--- src/rtl/procesor_io.sv ---
// Accumulator core: fetch/exec/mem/io/halt FSM with ROM, RAM and handshaked I/O ports.
// Define PROC_TRAP_EN to make opcode F trap and halt; by default it executes as NOP.
module procesor_io #(
  parameter int unsigned DATA_W   = 16,
  parameter int unsigned RAM_SIZE = 8,
  parameter int unsigned ROM_SIZE = 8
) (
  input  logic                clk_i,
  input  logic                rst_i,
  output logic [ROM_SIZE-1:0] rom_addr_o,
  input  logic [15:0]         instr_i,
  output logic [RAM_SIZE-1:0] ram_addr_o,
  output logic                we_o,
  output logic [DATA_W-1:0]   ram_in_o,
  input  logic [DATA_W-1:0]   ram_out_i,
  input  logic [DATA_W-1:0]   data_in_i,
  input  logic                in_valid_i,
  output logic                in_ready_o,
  output logic [DATA_W-1:0]   data_out_o,
  output logic                out_valid_o,
  input  logic                out_ready_i,
  output logic                halted_o,
  output logic                trap_o
);

  localparam logic [3:0] OpNop = 4'h0, OpLdi = 4'h1, OpLd  = 4'h2, OpSt  = 4'h3;
  localparam logic [3:0] OpAdd = 4'h4, OpSub = 4'h5, OpAnd = 4'h6, OpOr  = 4'h7;
  localparam logic [3:0] OpXor = 4'h8, OpJmp = 4'h9, OpJz  = 4'hA, OpJn  = 4'hB;
  localparam logic [3:0] OpIn  = 4'hC, OpOut = 4'hD, OpHalt = 4'hE;
`ifdef PROC_TRAP_EN
  localparam logic [3:0] OpRsvd = 4'hF;
`endif

  typedef enum logic [2:0] {StFetch, StExec, StMem, StIo, StHalt} state_e;

  state_e              state_q, state_d;
  logic [ROM_SIZE-1:0] pc_q, pc_d;
  logic [DATA_W-1:0]   acc_q, acc_d;
  logic [3:0]          ir_op_q, ir_op_d;
  logic [RAM_SIZE-1:0] ram_addr_q, ram_addr_d;
  logic [DATA_W-1:0]   data_out_q, data_out_d;
  logic                out_valid_q, out_valid_d;
  logic                trap_q, trap_d;

  logic [3:0]          op;
  logic [DATA_W-1:0]   imm;
  logic [RAM_SIZE-1:0] op_addr;
  logic [ROM_SIZE-1:0] jmp_tgt, pc_inc;

  assign op      = instr_i[15:12];
  assign imm     = DATA_W'($signed(instr_i[11:0]));
  assign op_addr = instr_i[RAM_SIZE-1:0];
  assign jmp_tgt = instr_i[ROM_SIZE-1:0];
  assign pc_inc  = pc_q + ROM_SIZE'(1);

  always_comb begin
    state_d     = state_q;
    pc_d        = pc_q;
    acc_d       = acc_q;
    ir_op_d     = ir_op_q;
    ram_addr_d  = ram_addr_q;
    data_out_d  = data_out_q;
    out_valid_d = out_valid_q;
    trap_d      = trap_q;
    ram_addr_o  = ram_addr_q;
    we_o        = 1'b0;
    in_ready_o  = 1'b0;
    case (state_q)
      StFetch: state_d = StExec;
      StExec: begin
        ir_op_d = op;
        pc_d    = pc_inc;
        state_d = StFetch;
        case (op)
          OpLdi: acc_d = imm;
          OpSt: begin
            we_o       = 1'b1;
            ram_addr_o = op_addr;
            ram_addr_d = op_addr;
          end
          OpLd, OpAdd, OpSub, OpAnd, OpOr, OpXor: begin
            ram_addr_o = op_addr;
            ram_addr_d = op_addr;
            state_d    = StMem;
          end
          OpJmp: pc_d = jmp_tgt;
          OpJz:  if (acc_q == '0) pc_d = jmp_tgt;
          OpJn:  if (acc_q[DATA_W-1]) pc_d = jmp_tgt;
          // I/O instructions advance the PC only once the transfer completes.
          OpIn: begin
            pc_d    = pc_q;
            state_d = StIo;
          end
          OpOut: begin
            pc_d        = pc_q;
            data_out_d  = acc_q;
            out_valid_d = 1'b1;
            state_d     = StIo;
          end
          OpHalt: state_d = StHalt;
`ifdef PROC_TRAP_EN
          OpRsvd: begin
            pc_d    = pc_q;
            trap_d  = 1'b1;
            state_d = StHalt;
          end
`endif
          default: ;
        endcase
      end
      StMem: begin
        case (ir_op_q)
          OpLd:    acc_d = ram_out_i;
          OpAdd:   acc_d = acc_q + ram_out_i;
          OpSub:   acc_d = acc_q - ram_out_i;
          OpAnd:   acc_d = acc_q & ram_out_i;
          OpOr:    acc_d = acc_q | ram_out_i;
          OpXor:   acc_d = acc_q ^ ram_out_i;
          default: ;
        endcase
        state_d = StFetch;
      end
      StIo: begin
        if (ir_op_q == OpIn) begin
          in_ready_o = 1'b1;
          if (in_valid_i) begin
            acc_d   = data_in_i;
            pc_d    = pc_inc;
            state_d = StFetch;
          end
        end else if (out_ready_i) begin
          out_valid_d = 1'b0;
          pc_d        = pc_inc;
          state_d     = StFetch;
        end
      end
      StHalt:  ;
      default: state_d = StFetch;
    endcase
  end

  always_ff @(posedge clk_i) begin
    if (rst_i) begin
      state_q     <= StFetch;
      pc_q        <= '0;
      acc_q       <= '0;
      ir_op_q     <= OpNop;
      ram_addr_q  <= '0;
      data_out_q  <= '0;
      out_valid_q <= 1'b0;
      trap_q      <= 1'b0;
    end else begin
      state_q     <= state_d;
      pc_q        <= pc_d;
      acc_q       <= acc_d;
      ir_op_q     <= ir_op_d;
      ram_addr_q  <= ram_addr_d;
      data_out_q  <= data_out_d;
      out_valid_q <= out_valid_d;
      trap_q      <= trap_d;
    end
  end

  assign rom_addr_o  = pc_q;
  assign ram_in_o    = acc_q;
  assign data_out_o  = data_out_q;
  assign out_valid_o = out_valid_q;
  assign halted_o    = (state_q == StHalt);
  assign trap_o      = trap_q;

endmodule

--- config.mk ---
export PLATFORM = sky130hd
export DESIGN_NAME = procesor_io
export DESIGN_NICKNAME = d
export VERILOG_FILES = /design/src/rtl/procesor_io.sv
export SDC_FILE = /design/constraint.sdc
export NUM_CORES = 1
export LEC_CHECK = 0
export ABC_AREA = 1
export CAP_MARGIN = 15
export CORE_UTILIZATION = 55
export CTS_BUF_LIST = sky130_fd_sc_hd__clkbuf_16
export CTS_CLUSTER_SIZE = 24
export DETAILED_ROUTE_END_ITERATION = 6
export GPL_TIMING_DRIVEN = 0
export PLACE_DENSITY = 0.85
export SYNTH_ARGS = -nofsm -noshare
export SYNTH_HDL_FRONTEND = slang
export SYNTH_SLANG_ARGS = --single-unit
--- constraint.sdc ---
create_clock -name clk_i -period 6.2 [get_ports clk_i]
set_input_delay 0.93 -clock clk_i [delete_from_list [all_inputs] [get_ports clk_i]]
set_output_delay 0.93 -clock clk_i [all_outputs]
set_load 0.005 [all_outputs]
; ---- Yosys cells after proc, flatten, opt, wreduce, memory -nomap -nowiden
; Index checks and enable logic that the tools add are counted.
[word_totals]
inputBits = 52
elab_cells = 88
out_inout_bits = 53
register_bits = 56
[classes]
add_sub_neg = 3
eq_ne = 35
reduce_logical = 12
muxes = 27
bitwise = 4
[ops]
columns = cell, n
row1 = $pmux 16 s6, 1
row2 = $mux 8, 7
row3 = $mux 16, 3
row4 = $pmux 16 s3, 1
row5 = $eq 4x4->1 const B, 9
row6 = $eq 4x3->1 const B, 8
row7 = $pmux 8 s4, 1
row8 = $add 16x16->16, 1
row9 = $and 16x16->16, 1
row10 = $logic_not 16->1, 1
row11 = $or 16x16->16, 1
row12 = $pmux 8 s2, 1
row13 = $sub 16x16->16, 1
row14 = $xor 16x16->16, 1
row15 = $eq 4x2->1 const B, 3
row16 = $pmux 3 s4, 1
row17 = $ne 2x2->1 const B, 5
row18 = $mux 3, 3
row19 = $pmux 3 s3, 1
row20 = $add 8x1->8 const B, 1
row21 = $reduce_and 4->1, 2
row22 = $mux 1, 7
row23 = $ne 7x7->1 const B, 1
row24 = $reduce_or 7->1, 1
row25 = 16 further kinds, 19

; ---- Logic depth before layout (Yosys ltp)
; Gate-level depths: netlist of run 1.
[depth]
ltp_word = 4
mapped_depth = 25
mapped_depth_nobuf = 25

; ---- Least setup slack after synthesis of run 1
; Ideal clock, no wire load.
[synth_timing]
path_kind = in2reg
startpoint = in ram_out_i[1]
endpoint = reg acc_q[15], in the netlist ram_in_o[15]
n_path_buf = 0
slack_ps = 3137
arrival_time_ps = 2945
cell_stages = 23
t_required_ps = 6082
setup_time_ps = 118
path_cell_list = inv_1 > ha_1 > inv_1 > nor2_1 > nand3_1 > nor2_1 > nand3_1 > nand2_1 > xor2_1 > inv_1 > ha_1 > a21oi_1 > nand2_1 > nand2_1 > nand2_1 > inv_1 > nand2_1 > inv_1 > nand2_1 > nand3_1 > nand2_1 > nand2_1 > a21oi_1
[synth_via]
elab_chain_len = 3
word_cells_on_any_way = 4
classes_between = 2 x add/sub / 2 x mux
[synth_rtl]
columns = item, line_no
row1 = from (decl), 15  ; input logic [DATA_W-1:0] ram_out_i,
row2 = $sub 16x16->16 / $add 16x16->16 (equally long branches), "115, 114"
row3 = $pmux 16 s6 *, 112  ; case (ir_op_q)
row4 = $pmux 16 s3 *, 68  ; case (state_q)
row5 = to (signal assigned), 146  ; acc_q <= '0;
row6 = to (signal assigned), 155  ; acc_q <= acc_d;
row7 = to (decl), 38  ; logic [DATA_W-1:0] acc_q, acc_d;
; Mark *: on every way between the ends. The rest lies on a longest branch, timed or not.
; A chain may end at the register's enable or synchronous reset.

; ---- Worst setup path after layout of run 1
[layout_timing]
startpoint = in instr_i[13]
endpoint = out ram_addr_o[1]
[layout_via]
elab_chain_len = 4
word_cells_on_any_way = 10
classes_between = 7 x eq/ne / 2 x mux / 1 x reduce/logical
[layout_rtl]
columns = item, line_no
row1 = from (decl), 11  ; input logic [15:0] instr_i,
row2 = "$eq 4x2->1, or another cell as far along", 74  ; case (op)
row3 = $reduce_or 7->1 (no source line) *, -
row4 = $mux 8 *, -
row5 = $mux 8 *, 68
row6 = to (decl), 12  ; output logic [RAM_SIZE-1:0] ram_addr_o,
; Marks and branches as above.

==> metrics.txt, run 1 <==
final hold violation count=0; Max clock buf depth=2; wire length on met2=8.06 mm; Psw=0.496 mW; sw frac=37.9%; VDD IR-drop max=0.148 mV; power per cell area=205 nW/um2; setup_tns=0 ps; layout cell share with drive strength beyond 1=6.97%; worst r2r path cells=19; clock transition at the registers of the reported paths=70 ps; sequential fraction of design power=33.2%; overall die height=97.8 um; Syn. warnings=0; Synth Cell Area=5050 um2; delay-heaviest family, CP=buffers and inverters; Syn Area/Cell=6.49 um2; Clock Latency Late Sink=290 ps; Die Wd=97.8 um; residual DRC count=8; hold_sp=out_valid_o; crit path from=instr_i[13]; Wirelength per Cell=16.7 um; multi-input logic area=3310 um2; DR iter-0 viols=424; Final Slew Violations=0; Final WS setup=2200 ps; leading cell types in the layout, fill and taps excluded=165 x nand2_1, 117 x inv_1, 103 x clkdlybuf4s50_1; fill count=740; Starting Density=57.4%; GRT Residual Overflow=0; largest net degree at the start of global routing=17; ys async rst share=0%; Total Wirelength=16.6 mm; Final setup viols=0; Post-Layout Cell Count=998; CTS Sinks=56; Routed Antenna Nets=0; failing checks=DRC; placer congestion estimate=0.909; first-pass GRT wire length=27.1 mm; Critical Path AT=3070 ps; TritonRoute pass-1 iters=7; hold endpoint=out_valid_o; vias in the first global route=5,666; Tot GR Track Use=35.2%; Num CTS Buffers=5; EDFF count, synth=0; Req. time, crit path=5270 ps; CTS tree=built; placed insts=990; Setup CP Type=input pin to primary output; WL met3=1.18 mm; M1 WL=6.80 mm; Worst R2R Start=ir_op_q[3]; Critical Path Slowest Stage Cell=clkdlybuf4s50_1; Buf/Inv on CP=5; Post-CTS Resized=0; Synth Net Count=881; Hold Crit Class=flip-flop to flip-flop; fin crit share=64.5%; die area=9570 um2; unrepaired setup endpoints after global routing=false; row cnt=34; initial antenna violation count=0; Overall Power=1.31 mW; HPWL reported at the end of detailed placement=13.3 mm; Layout area overhead=26.3%; sequential-to-total area share from yosys stat=22.2%; R2R Setup Slk=2890 ps; hold depth=2; min Tclk post-route=4000 ps; Clock Power Share=24.4%; Seq cells post-synth=56; storage element area=1120 um2; Yosys cell types=48; crit-path max cell delay=480 ps; # nets final=991; RR Endpoint=ram_in_o[10]; H-tree levels=2; ant diodes=0; Most used DFF post-synth=dfxtp_1; highest metal used=met4; FMAX=250 MHz; via count=5,731; CP Capture Type=primary output; vias per inst=5.74; io pins=105; Post-CTS Hold Buffers=0; worst path cell trace=clkdlybuf4s50_1, inv_1, nand2_1, o21ai_0, nand2_1, buf_2, o21ai_0, inv_1, clkdlybuf4s50_1; P_int=0.814 mW; Clock Tree Root=clkbuf_16; Slew @ Worst Pin=670 ps; post-CTS setup buffer count=0; combinational share of power=42.4%; status=finished, violations left; worst-path maximum fanout=10; max cap viols=0; Cells after Synth=779; Leak=3.08 nW; nature of the critical path startpoint=input pin; Rel. slew slack=55.3%; commonest non-fill, non-tap cell in the layout=nand2_1; Port Buffer Count=103; Core ar.=8810 um2; DP Worst Slack=2120 ps; Layout Skew=3.75 ps
## registers in the layout, indices dropped and copies added (netlist names)
register	flops
ram_addr_q	8
state_q	3
ram_in_o	16
data_out_o	16
ir_op_q	4
out_valid_o	1
rom_addr_o	8
## Yosys cell counts, drive strengths merged, types with 7 or more instances
| master | count | area [um2] |
|---|---|---|
| a221oi | 9 | 78.8 |
| a21oi | 62 | 340 |
| clkbuf | 8 | 30.0 |
| inv | 123 | 464 |
| a22o | 7 | 61.3 |
| nor2 | 57 | 229 |
| buf | 17 | 128 |
| nand4 | 10 | 62.6 |
| ha | 49 | 613 |
| nand2 | 172 | 673 |
| o211ai | 7 | 57.6 |
| xor2 | 15 | 131 |
| dfxtp | 56 | 1120 |
| o21ai | 96 | 499 |
| a31oi | 7 | 43.8 |
| nand3 | 49 | 260 |
## worst reg2reg max path: stages, from the launching register on
cell and delay [ps]:
dfxtp_1 350, inv_1 130, nand2_2 100, nor2_4 240, nand2_1 140, buf_4 200
inv_1 200, a21oi_1 90, xor2_1 140, inv_1 70, ha_1 350, nand2_1 100
o21ai_0 460, inv_1 120, nand3_1 110, nand2_1 50, nand3_1 130, nand2_1 80
nand2_1 100, a21oi_2 60
## layout make-up
cell class / count / area share, %
well taps: 108 / 2.12
repair buffers: 103 / 16.2
clock buffers: 5 / 1.96
multi-input cells: 575 / 51.9
clock inverters: 3 / 0.588
flip-flops and latches: 56 / 17.6
plain buffers: 25 / 2.47
inverters: 123 / 7.27
## logic make-up after synthesis
logic type                 synth area share (%)
buffers and inverters                      12.3
AOI/OAI and AO/OA                          23.4
xor gates and xnor gates                   2.60
adders and majority gates                  12.5
DFF                                        22.2
other                                    0.0742
and+or+nand+nor                            26.9
## power by group through the flow
stage	clock, mW	combinational [mW]	sequential (mW)
after floorplan	0	0.336	0.432
after CTS	0.318	0.545	0.432
final	0.320	0.555	0.435
after detailed placement	0	0.540	0.440
after global routing	0.333	0.613	0.439
after global placement	0	0.524	0.439
## metrics by stage
stage | hold WS [ps] | area, um2 | util (%)
2_1_floorplan | 456 | 5050 | -
3_3_place_gp | 454 | 6220 | 70.6
3_5_place_dp | 471 | 6220 | 70.6
4_1_cts | 485 | 6380 | 72.5
5_1_grt | 506 | 6380 | 72.5
6_report | 481 | 6380 | 72.5
## metal layers
layer  GRT usage, %  vias to the layer above
li1               -                     2790
met1           41.5                     2616
met2           63.0                      268
met3           4.94                       57
met4           15.9                        0
met5              0                        -
## worst max-delay path by stage
| stage | slack, ps | cells after the start | endpoint |
|---|---|---|---|
| global placement | 2170 | 23 | ram_in_o[15] |
| finish | 2200 | 9 | ram_addr_o[1] |
| detailed placement | 2120 | 24 | ram_in_o[15] |
| global route | 2020 | 9 | ram_addr_o[1] |
| floorplan | 3140 | 23 | ram_in_o[15] |
| CTS | 2220 | 9 | ram_addr_o[1] |
(Power assumes the default switching activity.)
==> inputs of run 2 (changes only) <==
Settings changed: CORE_UTILIZATION 55 to 48, PLACE_DENSITY 0.85 to 0.79.
Clock period 6.2 ns to 3.4 ns, I/O delays scaled along.
==> metrics.txt, run 2 (synthesis results as in run 1) <==
Req. time, crit path=2890 ps (-2380 ps); Critical Path AT=2640 ps (-430 ps); VDD IR-drop max=0.260 mV (+75%); die area=10,900 um2 (+14%); Slew @ Worst Pin=646 ps (-24.2 ps); FMAX=317 MHz; status=finished, violations left; CTS Sinks=56 (unchanged); DP Worst Slack=-148 ps (-2270 ps); hold depth=2 (unchanged); Core ar.=10,300 um2 (+17%); GRT Residual Overflow=0 (unchanged); Max clock buf depth=2 (unchanged); combinational share of power=42.1% (-0.3 points); residual DRC count=1 (-7); RR Endpoint=ram_in_o[6]; HPWL reported at the end of detailed placement=12.2 mm (-8.3%); layout cell share with drive strength beyond 1=7.76% (+0.80 points); clock transition at the registers of the reported paths=70 ps (about the same); Final WS setup=246 ps (-1950 ps); commonest non-fill, non-tap cell in the layout=nand2_1; hold endpoint=out_valid_o; Num CTS Buffers=5 (unchanged); worst r2r path cells=17 (-2); TritonRoute pass-1 iters=7 (unchanged); Port Buffer Count=103 (unchanged); overall die height=105 um (+6.9%); Setup CP Type=input pin to primary output; H-tree levels=2 (unchanged); initial antenna violation count=0 (unchanged); placer congestion estimate=0.925 (+1.7%); Wirelength per Cell=15.1 um (-9.6%); sequential fraction of design power=33.8% (+0.6 points); # nets final=992 (+0.10%); first-pass GRT wire length=24.6 mm (-9.3%); nature of the critical path startpoint=input pin; power per cell area=365 nW/um2 (+78%); sw frac=36.9% (-0.97 points); final core occ=62.7% (-9.8 points); failing checks=DRC; leading cell types in the layout, fill and taps excluded=165 x nand2_1, 115 x inv_1, 101 x clkdlybuf4s50_1; vias in the first global route=5,010 (-12%); Tot GR Track Use=27.7% (-7.5 points); multi-input logic area=3330 um2 (+0.64%); storage element area=1120 um2 (unchanged); Layout area overhead=27.5%; Critical Path Slowest Stage Cell=clkdlybuf4s50_1; via count=5,574 (-2.7%); fin crit share=92.8%; worst path cell trace=clkdlybuf4s50_1, inv_1, nand2_1, o21ai_0, nand2_1, buf_2, o21ai_0, inv_1, clkdlybuf4s50_1; Routed Antenna Nets=0 (unchanged); Leak=3.10 nW (+0.54%); worst-path maximum fanout=10 (unchanged); final hold violation count=0 (unchanged); io pins=105 (unchanged); vias per inst=5.44 (-5.3%); Layout Skew=3.46 ps (-0.289 ps); Clock Latency Late Sink=290 ps (about the same); Clock Power Share=24.1% (-0.3 points); Psw=0.868 mW (+75%); P_int=1.49 mW (+83%); Die Wd=105 um (+6.9%); CP Capture Type=primary output; crit-path max cell delay=490 ps (about the same); DR iter-0 viols=388 (-8.5%); setup_tns=0 ps (unchanged); max cap viols=0 (unchanged); hold_sp=out_valid_o; min Tclk post-route=3150 ps; row cnt=37 (+8.8%); R2R Setup Slk=310 ps (-2580 ps); fill count=962 (+30%); Total Wirelength=15.4 mm (-7.1%); Post-CTS Hold Buffers=0 (unchanged); Final setup viols=0 (unchanged); Starting Density=49.2% (-8.2 points); Rel. slew slack=56.9% (+1.6 points); ant diodes=0 (unchanged); Hold Crit Class=flip-flop to flip-flop; Final Slew Violations=0 (unchanged); Clock Tree Root=clkbuf_16; largest net degree at the start of global routing=16 (-1); unrepaired setup endpoints after global routing=false; Worst R2R Start=ir_op_q[3]; CTS tree=built
## run 2: cell count changes in the layout (fill, tap and decap cells not counted), moves of 2 or more
cell             delta
o21ai_1             +2
nor2_2              +2
inv_2               +2
inv_1               -2
dlymetal6s2s_1      +2
o21ai_0             -2
clkdlybuf4s50_1     -2
nor2_1              -2
clkinv_1            -2
## run 2: metal layers
metal,routed length (um),global-route usage [%],share of wire [%],up-vias
met4,363,9.46,2.4,0
met3,1190,2.56,7.7,33
met1,6820,37.2,44,2480
met2,7070,46.4,46,265
met5,0,0,0,-
li1,-,-,-,2796
## run 2: final cells by class
class	instances	share of cell area, %
timing repair buffer	104	16.2
clock buffer	5	1.94
buffer	25	2.45
sequential	56	17.4
clock inverter	1	0.466
multi-input combinational	575	51.7
inverter	123	7.21
tap	136	2.64
## run 2: through the flow
step	std cells	instance area (um2)	hold slack [ps]	total power [mW]
6_report	1025	6440	471	2.35
5_1_grt	1025	6440	504	2.49
4_1_cts	1024	6410	472	2.34
3_5_place_dp	1018	6250	452	1.77
3_3_place_gp	1018	6250	462	1.75
2_1_floorplan	779	5050	456	1.40
## run 2: how the worst max path moves through the flow
stage | start | endpoint | cells past startpoint
finish | instr_i[13] | ram_addr_o[4] | 9
global route | instr_i[13] | ram_addr_o[3] | 9
CTS | ram_out_i[0] | ram_in_o[15] | 23
detailed placement | ram_out_i[0] | ram_in_o[15] | 24
global placement | ram_out_i[0] | ram_in_o[15] | 24
floorplan | ram_out_i[1] | ram_in_o[15] | 23
## run 2: worst max-delay path, delay by kind of cell
family	cells	cell delay, ps
compound gates	2	400
simple gates	2	290
buf+inv	5	1440
## run 2: timing repair
item                                    in CTS  in global routing
endpoints found under the setup margin       0                  4
resized for setup                            0                 10
setup buffers                                0                  1
hold endpoints to repair                     0                  0
## run 2: power groups by stage
stage	clock (mW)	sequential [mW]	combinational [mW]
6_report	0.567	0.795	0.990
2_1_floorplan	0	0.787	0.613
3_3_place_gp	0	0.806	0.947
4_1_cts	0.574	0.791	0.970
5_1_grt	0.593	0.803	1.10
3_5_place_dp	0	0.805	0.961
==> inputs of run 3 (changes only) <==
--- a/config.mk
+++ b/config.mk
@@ -7,5 +7,4 @@
 export LEC_CHECK = 0
-export ABC_AREA = 1
 export CAP_MARGIN = 15
-export CORE_UTILIZATION = 48
+export CORE_UTILIZATION = 45
 export CTS_BUF_LIST = sky130_fd_sc_hd__clkbuf_16
@@ -14,3 +13,3 @@
 export GPL_TIMING_DRIVEN = 0
-export PLACE_DENSITY = 0.79
+export PLACE_DENSITY = 0.74
 export SYNTH_ARGS = -nofsm -noshare
==> constraint.sdc (replaced) <==
create_clock -name clk_i -period 3.4 [get_ports clk_i]
set_input_delay 0.68 -clock clk_i [delete_from_list [all_inputs] [get_ports clk_i]]
set_output_delay 0.68 -clock clk_i [all_outputs]
set_load 0.005 [all_outputs]
==> metrics.txt, run 3 <==
Req. time, crit path=2720 ps (-170 ps); Layout Skew=12.8 ps (+9.35 ps); placed insts=908 (-11%); Clock Tree Root=clkbuf_16; Post-Synth Simple-Gate Area=22.4% (-4.5 points); Leak=2.55 nW (-18%); crit-path max cell delay=460 ps (-30 ps); placer congestion estimate=0.950 (+2.7%); ant diodes=0 (unchanged); Clock Power Share=29.0% (+4.9 points); GRT Residual Overflow=0 (unchanged); Syn. warnings=0 (unchanged); Synth Net Count=771 (-12%); Starting Density=47.1% (-2.1 points); Setup CP Type=input pin to primary output; post-synth top area share=21.6% (-0.61 points); top post-synthesis cells by area=dfxtp_1 22%, ha_1 12%, nand2_1 6.5%; io pins=105 (unchanged); Seq cells post-synth=56 (unchanged); status=completed; xor-xnor portion of the synthesized cell area=3.71% (+1.1 points); Layout area overhead=29.5%; Slew @ Worst Pin=854 ps (+208 ps); Global Route met1 Usage=39.8% (+2.5 points); sequential-to-total area share from yosys stat=21.6% (-0.61 points); post-synthesis mux area share=4.26% (+4.3 points); H-tree levels=2 (unchanged); Final setup viols=0 (unchanged); max cap viols=0 (unchanged); initial antenna violation count=0 (unchanged); final hold violation count=0 (unchanged); vias in the first global route=5,443 (+8.6%); CP Capture Type=primary output; worst path cell trace=clkdlybuf4s50_1, buf_4, o31a_1, nor2_4, mux2_2, clkdlybuf4s50_1; Critical Path Slowest Stage Cell=clkdlybuf4s50_1; overall die height=109 um (+4.6%); top-count cell post-synth=nand2_1; Final WS setup=32.9 ps (-213 ps); Critical Path AT=2690 ps (+50 ps); via count=5,777 (+3.6%); fill count=1,038 (+7.9%); Num CTS Buffers=5 (unchanged); CTS Sinks=56 (unchanged); Most used DFF post-synth=dfxtp_1; Overall Power=1.96 mW (-17%); Post-Synth Adder-Cell Area=12.2% (-0.35 points); Post-Layout Cell Count=925 (-9.8%); min Tclk post-route=3370 ps (+213 ps); Final Slew Violations=0 (unchanged); Rel. slew slack=43.1% (-14 points); Wirelength per Cell=20.0 um (+33%); final instance area=6730 um2 (+4.5%); Post-CTS Hold Buffers=0 (unchanged); Core ar.=11,000 um2 (+7.3%); Synth top cells by count=90 x nand2_1, 59 x a21oi_1, 56 x dfxtp_1; Synth Cell Area=5200 um2 (+2.8%); first-pass GRT wire length=28.1 mm (+15%); commonest non-fill, non-tap cell in the layout=clkdlybuf4s50_1; Syn Area/Cell=7.77 um2 (+20%); die area=12,000 um2 (+9.5%); power per cell area=290 nW/um2 (-20%); Cells after Synth=669 (-14%); vias per inst=6.25 (+15%); largest net degree at the start of global routing=20 (+4); worst-path maximum fanout=10 (unchanged); Clock Latency Late Sink=310 ps (+20 ps); Tot GR Track Use=30.9% (+3.2 points); most frequent CP cell=clkdlybuf4s50_1; unrepaired setup endpoints after global routing=true; EDFF count, synth=0 (unchanged); sw frac=35.8% (-1.1 points); placed cell areas=6370 um2 (+1.8%); Total Wirelength=18.5 mm (+20%); Port Buffer Count=99 (-3.9%); Die Wd=109 um (+4.6%); Routed Antenna Nets=0 (unchanged); met2 Use GR=51.8% (+5.4 points); largest area contributor in the netlist=dfxtp_1; HPWL reported at the end of detailed placement=13.9 mm (+15%); Compound-Gate Fraction of Synth Area=28.0% (+4.6 points); final hold slack=459 ps (-12.2 ps); TritonRoute pass-1 iters=5 (-2); clock transition at the registers of the reported paths=70 ps (about the same); fin crit share=99.0% (+6.3 points); largest family of logic cells by synthesized area=compound AO/OA/AOI/OAI gates; Psw=0.700 mW (-19%); row cnt=38 (+2.7%); residual DRC count=0 (-1); Max clock buf depth=2 (unchanged); DR iter-0 viols=489 (+26%); most used routing layer=met2; CTS tree=built; DP Worst Slack=-1010 ps (-862 ps); FMAX=297 MHz (-6.3%); met3 usage=5.39% (+2.8 points); combinational share of power=34.5% (-7.6 points); leading cell types in the layout, fill and taps excluded=91 x clkdlybuf4s50_1, 88 x nand2_1, 56 x dfxtp_1; layout cell share with drive strength beyond 1=13.6% (+5.9 points); Yosys cell types=82 (+71%); # nets final=886 (-11%); nature of the critical path startpoint=input pin; VDD IR-drop max=0.206 mV (-21%); Hold Crit Class=flip-flop to flip-flop; ys async rst share=0% (unchanged); P_int=1.25 mW (-16%); sequential fraction of design power=36.5% (+2.7 points)
==> run 3: cell count changes after synthesis, sizes merged, moves of 10 or more <==
| cell | delta |
|---|---|
| nand3 | -36 |
| nor4 | +10 |
| nor2 | -17 |
| clkbuf | +12 |
| mux2i | +12 |
| and2 | +14 |
| xor2 | -14 |
| nand2 | -80 |
| inv | -73 |
| xnor2 | +21 |
| o21ai | -62 |
==> run 3: repair_timing <==
action	4_1_cts	5_1_grt
hold endpoints to repair	0	0
buffers inserted	6	5
pin swaps	13	9
resized for setup	41	26
setup endpoints to repair	19	15
==> run 3: cells by family (layout without fill, tap and decap cells) <==
kind of cell	after synthesis	after routing
mux	21	21
buf+inv	91	207
xor+xnor	22	22
compound gates	199	199
fa+ha+maj	50	50
flops	56	56
simple gates	229	229
other cells	1	1
==> run 3: layout make-up <==
type / count / area [um2] / area share [%]
multi-input combinational: 522 / 3820 / 56.7
timing repair buffer: 110 / 1050 / 15.7
buffer: 39 / 218 / 3.23
clock inverter: 3 / 27.5 / 0.409
tap: 140 / 175 / 2.60
clock buffer: 5 / 125 / 1.86
inverter: 50 / 190 / 2.83
sequential: 56 / 1120 / 16.7
==> run 3: stage by stage <==
step | TNS [ps] | util [%]
floorplan | 0 | -
global placement | -6870 | 57.7
detailed placement | -7600 | 57.7
CTS | 0 | 60.1
global route | -343 | 61.0
finish | 0 | 61.0
==> run 3: path summary, 6_finish.rpt <==
path	from	cells past startpoint	slack (ps)	endpoint
max	instr_i[13]	6	30	ram_addr_o[0]
min	data_out_o[15]	2	460	data_out_o[15]
max reg2reg	ir_op_q[2]	13	110	ram_in_o[14]
min reg2reg	data_out_o[15]	2	460	data_out_o[15]
==> run 3: layer usage <==
layer	part of all wire, %	vias up
li1	-	2661
met1	41	2765
met2	47	301
met3	8.6	50
met4	3.0	0
met5	0	-
==> run 3: power groups by stage <==
stage          sequential, mW  combinational [mW]  clock [mW]
4_1_cts                 0.712               0.645       0.568
5_1_grt                 0.715               0.728       0.595
3_5_place_dp            0.727               0.623           0
3_3_place_gp            0.726               0.607           0
6_report                0.713               0.674       0.568
2_1_floorplan           0.717               0.387           0
==> run 3: worst max-delay path: cells and delay by family <==
kind                   cells  cell delay, ps
AO/OA/AOI/OAI              1             310
multiplexers               1             380
buffers and inverters      3            1060
AND/OR/NAND/NOR            1             250
